--- src/rtl/memory_arbiter.sv ---
// memory_arbiter: round-robin arbiter in front of a single-port 256x32 memory.
// Each transaction takes four cycles: IDLE (arbitrate) -> ISSUE (mem_en) ->
// WAIT (capture read data) -> ACK (one-cycle ack pulse). All outputs are registered.
// Optional build macro ARB_FIXED_PRIORITY_EN: when defined, the lowest-index
// requester always wins and the round-robin pointer is removed.
module memory_arbiter #(
    parameter int NUM_REQ = 4,
    parameter int ADDR_W  = 8,
    parameter int DATA_W  = 32
) (
    input  logic                      clk,
    input  logic                      rst_n,
    input  logic [NUM_REQ-1:0]        req,
    input  logic [NUM_REQ-1:0]        req_rw,
    input  logic [NUM_REQ*ADDR_W-1:0] req_addr,
    input  logic [NUM_REQ*DATA_W-1:0] req_wdata,
    output logic [NUM_REQ-1:0]        grant,
    output logic [NUM_REQ-1:0]        ack,
    output logic [DATA_W-1:0]         rdata,
    output logic [ADDR_W-1:0]         mem_addr,
    output logic                      mem_rw,
    output logic [DATA_W-1:0]         mem_wdata,
    output logic                      mem_en,
    input  logic [DATA_W-1:0]         mem_rdata
);

    localparam int IDX_W = (NUM_REQ > 1) ? $clog2(NUM_REQ) : 1;

    typedef enum logic [1:0] {
        S_IDLE  = 2'd0,
        S_ISSUE = 2'd1,
        S_WAIT  = 2'd2,
        S_ACK   = 2'd3
    } state_t;

    state_t              r_state;
    state_t              w_state_next;
    logic [NUM_REQ-1:0]  r_grant;
    logic [NUM_REQ-1:0]  r_ack;
    logic [DATA_W-1:0]   r_rdata;
    logic [ADDR_W-1:0]   r_mem_addr;
    logic                r_mem_rw;
    logic [DATA_W-1:0]   r_mem_wdata;
    logic                r_mem_en;

    logic [NUM_REQ-1:0]  w_grant_next;
    logic [NUM_REQ-1:0]  w_ack_next;
    logic [DATA_W-1:0]   w_rdata_next;
    logic [ADDR_W-1:0]   w_mem_addr_next;
    logic                w_mem_rw_next;
    logic [DATA_W-1:0]   w_mem_wdata_next;
    logic                w_mem_en_next;

    logic                w_found;
    logic [IDX_W-1:0]    w_winner;
    logic [ADDR_W-1:0]   w_sel_addr;
    logic                w_sel_rw;
    logic [DATA_W-1:0]   w_sel_wdata;

`ifndef ARB_FIXED_PRIORITY_EN
    logic [IDX_W-1:0]    r_last;
    logic [IDX_W-1:0]    r_winner;
`endif

    // Pick the winning client and mux out its request fields.
    always_comb begin
        w_found     = |req;
        w_winner    = '0;
        w_sel_addr  = '0;
        w_sel_rw    = 1'b0;
        w_sel_wdata = '0;
`ifdef ARB_FIXED_PRIORITY_EN
        for (int i = NUM_REQ - 1; i >= 0; i--) begin
            if (req[i]) begin
                w_winner = IDX_W'(i);
            end
        end
`else
        // Scan downwards so the closest requester after r_last is assigned last and wins.
        for (int k = NUM_REQ; k >= 1; k--) begin
            if (req[IDX_W'((int'(r_last) + k) % NUM_REQ)]) begin
                w_winner = IDX_W'((int'(r_last) + k) % NUM_REQ);
            end
        end
`endif
        for (int i = 0; i < NUM_REQ; i++) begin
            if (w_winner == IDX_W'(i)) begin
                w_sel_addr  = req_addr[i*ADDR_W +: ADDR_W];
                w_sel_rw    = req_rw[i];
                w_sel_wdata = req_wdata[i*DATA_W +: DATA_W];
            end
        end
    end

    // Next-state and next-output logic for the four-phase transaction FSM.
    always_comb begin
        w_state_next     = r_state;
        w_grant_next     = r_grant;
        w_ack_next       = '0;
        w_rdata_next     = r_rdata;
        w_mem_addr_next  = r_mem_addr;
        w_mem_rw_next    = r_mem_rw;
        w_mem_wdata_next = r_mem_wdata;
        w_mem_en_next    = 1'b0;
        case (r_state)
            S_IDLE: begin
                if (w_found) begin
                    w_grant_next     = NUM_REQ'(1) << w_winner;
                    w_mem_addr_next  = w_sel_addr;
                    w_mem_rw_next    = w_sel_rw;
                    w_mem_wdata_next = w_sel_wdata;
                    w_mem_en_next    = 1'b1;
                    w_state_next     = S_ISSUE;
                end
            end
            S_ISSUE: begin
                w_state_next = S_WAIT;
            end
            S_WAIT: begin
                if (r_mem_rw) begin
                    w_rdata_next = mem_rdata;
                end
                w_ack_next   = r_grant;
                w_state_next = S_ACK;
            end
            S_ACK: begin
                w_grant_next = '0;
                w_state_next = S_IDLE;
            end
            default: begin
                w_grant_next = '0;
                w_state_next = S_IDLE;
            end
        endcase
    end

    // State and registered outputs; reset aborts any in-flight transaction.
    always_ff @(posedge clk or negedge rst_n) begin
        if (!rst_n) begin
            r_state     <= S_IDLE;
            r_grant     <= '0;
            r_ack       <= '0;
            r_rdata     <= '0;
            r_mem_addr  <= '0;
            r_mem_rw    <= 1'b0;
            r_mem_wdata <= '0;
            r_mem_en    <= 1'b0;
        end else begin
            r_state     <= w_state_next;
            r_grant     <= w_grant_next;
            r_ack       <= w_ack_next;
            r_rdata     <= w_rdata_next;
            r_mem_addr  <= w_mem_addr_next;
            r_mem_rw    <= w_mem_rw_next;
            r_mem_wdata <= w_mem_wdata_next;
            r_mem_en    <= w_mem_en_next;
        end
    end

`ifndef ARB_FIXED_PRIORITY_EN
    // Round-robin pointer: remember the winner at grant, commit it as 'last' at ack.
    always_ff @(posedge clk or negedge rst_n) begin
        if (!rst_n) begin
            r_last   <= IDX_W'(NUM_REQ - 1);
            r_winner <= '0;
        end else begin
            if (r_state == S_IDLE && w_found) begin
                r_winner <= w_winner;
            end
            if (r_state == S_ACK) begin
                r_last <= r_winner;
            end
        end
    end
`endif

    assign grant     = r_grant;
    assign ack       = r_ack;
    assign rdata     = r_rdata;
    assign mem_addr  = r_mem_addr;
    assign mem_rw    = r_mem_rw;
    assign mem_wdata = r_mem_wdata;
    assign mem_en    = r_mem_en;

endmodule

--- config.mk ---
export PLATFORM = sky130hd
export DESIGN_NAME = memory_arbiter
export DESIGN_NICKNAME = d
export VERILOG_FILES = /design/src/rtl/memory_arbiter.sv
export SDC_FILE = /design/constraint.sdc
export NUM_CORES = 1
export LEC_CHECK = 0
export CORE_MARGIN = 3
export CORE_UTILIZATION = 37
export DETAILED_ROUTE_END_ITERATION = 7
export HOLD_SLACK_MARGIN = 0.05
export PLACE_DENSITY = 0.81
export SLEW_MARGIN = 20
export SYNTH_ARGS = -nofsm -noshare
export SYNTH_HDL_FRONTEND = slang
export SYNTH_SLANG_ARGS = --single-unit
--- constraint.sdc ---
create_clock -name clk -period 2.14 [get_ports clk]
set_input_delay 0.214 -clock clk [delete_from_list [all_inputs] [get_ports clk]]
set_output_delay 0.214 -clock clk [all_outputs]
set_load 0.01 [all_outputs]
==> metrics list <==
- Share of flip-flops with an asynchronous set or reset: 1.00
- Initial Utilization: 0.385
* Overall Power: 9.75 mW
* TritonCTS clock tree: built
* Synthesized area: between 4000 and 5000 um2
* R2r endpoint: mem_addr[2]$_DFFE_PN0P_
- Top-area cell type share of the netlist area: 0.484
* Setup TNS: 0 ns
- Number of enable flip-flop cells after synthesis: 0
* Setup violators final: 0
- Max H-tree Level: 3
- In the global route stage, overall resource usage came out at 0.223.
- Fraction of power consumed by sequential logic: 0.303
* Netlist cell types: 33
- The region available for standard cell placement spans around 12000 um2.
- The worst setup path is of the reg2reg kind.
- For this run, the detailed router's first-pass iteration total came to 4.
- The HPWL after detailed placement is about 12 mm.
- A synthesized cell averages 12.4 um2.
- For this design the ratio of total power to cell area is approximately 1200 nW/um2.
* Num ports: 284
- Most used DFF post-synth: sky130_fd_sc_hd__dfrtp_1
- Share of synthesized area occupied by flip-flops and latches: 0.496
- Clock input transition at the sequential cells of the worst setup and hold paths: approximately 0.07 ns
* Worst Path Max Fanout: 16
* PortBufs: 283
* Maximum vdd ir drop: 538 uV
- TritonCTS created 9 clock buffers.
- After detailed routing, the number of remaining DRC violations is 0.
* Arr. time, crit path: 2.16 ns
* Maximum number of pins on one net before global-route repair: 44
- For this run, the share of the core covered by cells in the final layout is 0.676.
- The area growth from synthesis to layout is 75.7%.
- Wires add up to 15.3 mm.
- Leakage dissipation: 3.45 nW
* CP max-delay cell: sky130_fd_sc_hd__dfstp_2
- Global routing finished with a remaining overflow of 0.
- Counting flops and latches in the post-synthesis netlist gives 88.
- The largest single stage delay on the critical path is 0.60 ns.
- Max-cap violations in this run came to 0.
* Part of the power in the clock network: 0.168
- Max-slew violations: 0
* Fraction of layout instances using a drive strength above 1: 0.0809
- After detailed routing, the number of vias per cell comes to 5.21.
* Measured slew at the worst slew-check pin: 0.540 ns
* Synth warnings: 0
- Minimum period implied by the final worst setup slack: about 2.0 ns
* Tightest hold margin: 0.403 ns
- Ordered cell list for the critical path: nand2b_1, a21oi_2, o221ai_4, buf_12, buf_12, mux2i_1, o221ai_1
* Combinational fraction of design power: 0.529
* Switching power of the nets: 3.43 mW
* Routed wire length per instance: roughly 19 um
* CTS sink count: just under 90
* Number of setup buffers added after CTS: 0
* Clk_skew: 0.00999 ns
* Count of instances resized after the clock tree is built: 0
- Dividing the final minimum period by the clock period gives 0.919.
* Worst r2r path cells: 7
- The first global-routing pass estimated 23.1 mm of wire.
- Max-Slew Margin vs Limit: 0.640
* Sw frac: 0.352
- First DRT Iteration DRCs: around 190
- The worst register-to-register path begins at r_last[1]$_DFFE_PN1P_.
- Final weighted congestion in routability-driven placement: 0.827
* Nets in the synthesized netlist: 566
* Cell count after synthesis: 360
* Vias in the first global route: between 4000 and 5000
- Final Cell Area: 7820 um2
* Number of antenna violations at the first check in global routing: 0
* Highest Clock Rate: 509 MHz
- By area the synthesized netlist is led by sky130_fd_sc_hd__dfrtp_1 (48%), sky130_fd_sc_hd__mux2i_1 (19%), sky130_fd_sc_hd__o221ai_1 (7.9%), sky130_fd_sc_hd__mux2_1 (7.1%), sky130_fd_sc_hd__nand2_1 (4.4%).
- The die is 116 um wide.
- Data on the critical path is required at its endpoint by 2.33 ns.
* Maximum root-to-sink buffer count: 2
- RSZ-0062 raised after global routing: no
- Row generation in the floorplan step produced 39 rows.
- In this run the vertical extent of the chip is 116 um.
- The die covers 13400 um2.
- At the later pin of the worst-skew pair, clock insertion delay measures 0.34 ns.
- The number of antenna diodes in the final layout is 0.
- Endpoint type of the worst setup path: flop
* Status: finished, final reports clean
- The tightest min-delay check is of the in2async type.
- Clock root buffer: sky130_fd_sc_hd__clkbuf_16
- The final hold violation count was 0.
- The most numerous cell type found on the critical path is sky130_fd_sc_hd__buf_12.
- CTS Hold Bufs: 1
- CP startpoint kind: flop
- Setup slack, reg-to-reg: approximately 0.17 ns
- Top cell type by total area after synthesis: sky130_fd_sc_hd__dfrtp_1
- Int Power: between 6 and 7 mW
* Antenna viol nets, final: 0
- For this run, the post-layout net count is 856.
- Vias after detailed routing: 4159
- Summing all placed instances gives a cell area of 7500 um2.
## metrics by stage
step                      setup WS, ns  std cells
after detailed placement       0.00240        781
final                            0.174        798
after global placement          0.0820        781
after CTS                        0.166        798
after floorplan                  0.408        360
after global routing            0.0622        798
## worst max-delay path by stage
| stage | to | slack [ns] | start |
|---|---|---|---|
| after global routing | mem_wdata[0]$_DFFE_PN0P_ | 0.06 | r_last[1]$_DFFE_PN1P_ |
| after detailed placement | mem_wdata[30]$_DFFE_PN0P_ | 0.002 | req[3] |
| after CTS | mem_addr[2]$_DFFE_PN0P_ | 0.17 | r_last[1]$_DFFE_PN1P_ |
| final | mem_addr[2]$_DFFE_PN0P_ | 0.17 | r_last[1]$_DFFE_PN1P_ |
| after global placement | mem_wdata[28]$_DFFE_PN0P_ | 0.08 | req[3] |
| after floorplan | mem_wdata[6]$_DFFE_PN0P_ | 0.41 | r_last[1]$_DFFE_PN1P_ |
## kinds of logic after synthesis
kind of cell,count (synthesis),synth area share
AO/OA/AOI/OAI,56,0.107
buffers and inverters,31,0.0540
adder cells (fa/ha/maj),4,0.0113
multiplexers,116,0.270
AND/OR/NAND/NOR,65,0.0619
flip-flops,88,0.496
## synth_stat cells, types with 4 or more instances
master                      n
sky130_fd_sc_hd__and2_1     4
sky130_fd_sc_hd__buf_12     6
sky130_fd_sc_hd__buf_2      9
sky130_fd_sc_hd__clkbuf_1   4
sky130_fd_sc_hd__dfrtp_1   86
sky130_fd_sc_hd__ha_1       4
sky130_fd_sc_hd__mux2_1    28
sky130_fd_sc_hd__mux2_2     5
sky130_fd_sc_hd__mux2i_1   83
sky130_fd_sc_hd__nand2_1   52
sky130_fd_sc_hd__o21ai_1    5
sky130_fd_sc_hd__o221ai_1  40
## area by class of cell
class	instances	area (um2)
Inverter	5	18.8
Fill cell	884	3750
Timing Repair Buffer	305	3100
Clock inverter	7	85.1
Tap cell	143	179
Clock buffer	9	225
Sequential cell	88	2200
Multi-Input combinational cell	241	2010
## power by group through the flow
stage                     logic, mW  clock network, mW  registers [mW]
after floorplan                2.31                  0            3.26
after global placement         5.06                  0            2.95
after detailed placement       5.22                  0            2.98
after CTS                      5.23               1.66            2.97
after global routing           5.56               1.73            3.06
final                          5.16               1.63            2.96
## layout by cell type, fill, tap and decap left out, drive strengths merged, types with 3 or more instances in the layout
master and instances:
nand2b 3, clkbuf 9, clkdlybuf4s50 282, buf 22
mux2i 83, mux2 33, dfrtp 86, inv 9
and2 4, ha 4, nand2 53, o221ai 42
o21ai 8
## layer usage
layer  up-vias  share of wire  GRT usage
li1       1919              -          -
met1      1971           0.36      0.256
met2       227           0.51      0.386
met3        42          0.093     0.0637
met4         0          0.038      0.101
met5         -              0          0
## state kept, by name, indices dropped and copies added, names as in the netlist
| signal | count |
|---|---|
| r_winner | 2 |
| rdata | 32 |
| mem_rw | 1 |
| mem_addr | 8 |
| mem_en | 1 |
| ack | 4 |
| grant | 4 |
| r_state | 2 |
| r_last | 2 |
| mem_wdata | 32 |
## critical path, delay by kind of cell (launching register included)
kind	cells	cell delay, ns
AOI/OAI and AO/OA	3	0.46
buffers and inverters	2	0.39
DFF	1	0.60
muxes	1	0.21
and+or+nand+nor	1	0.15
Power figures use the tool's default switching activity.
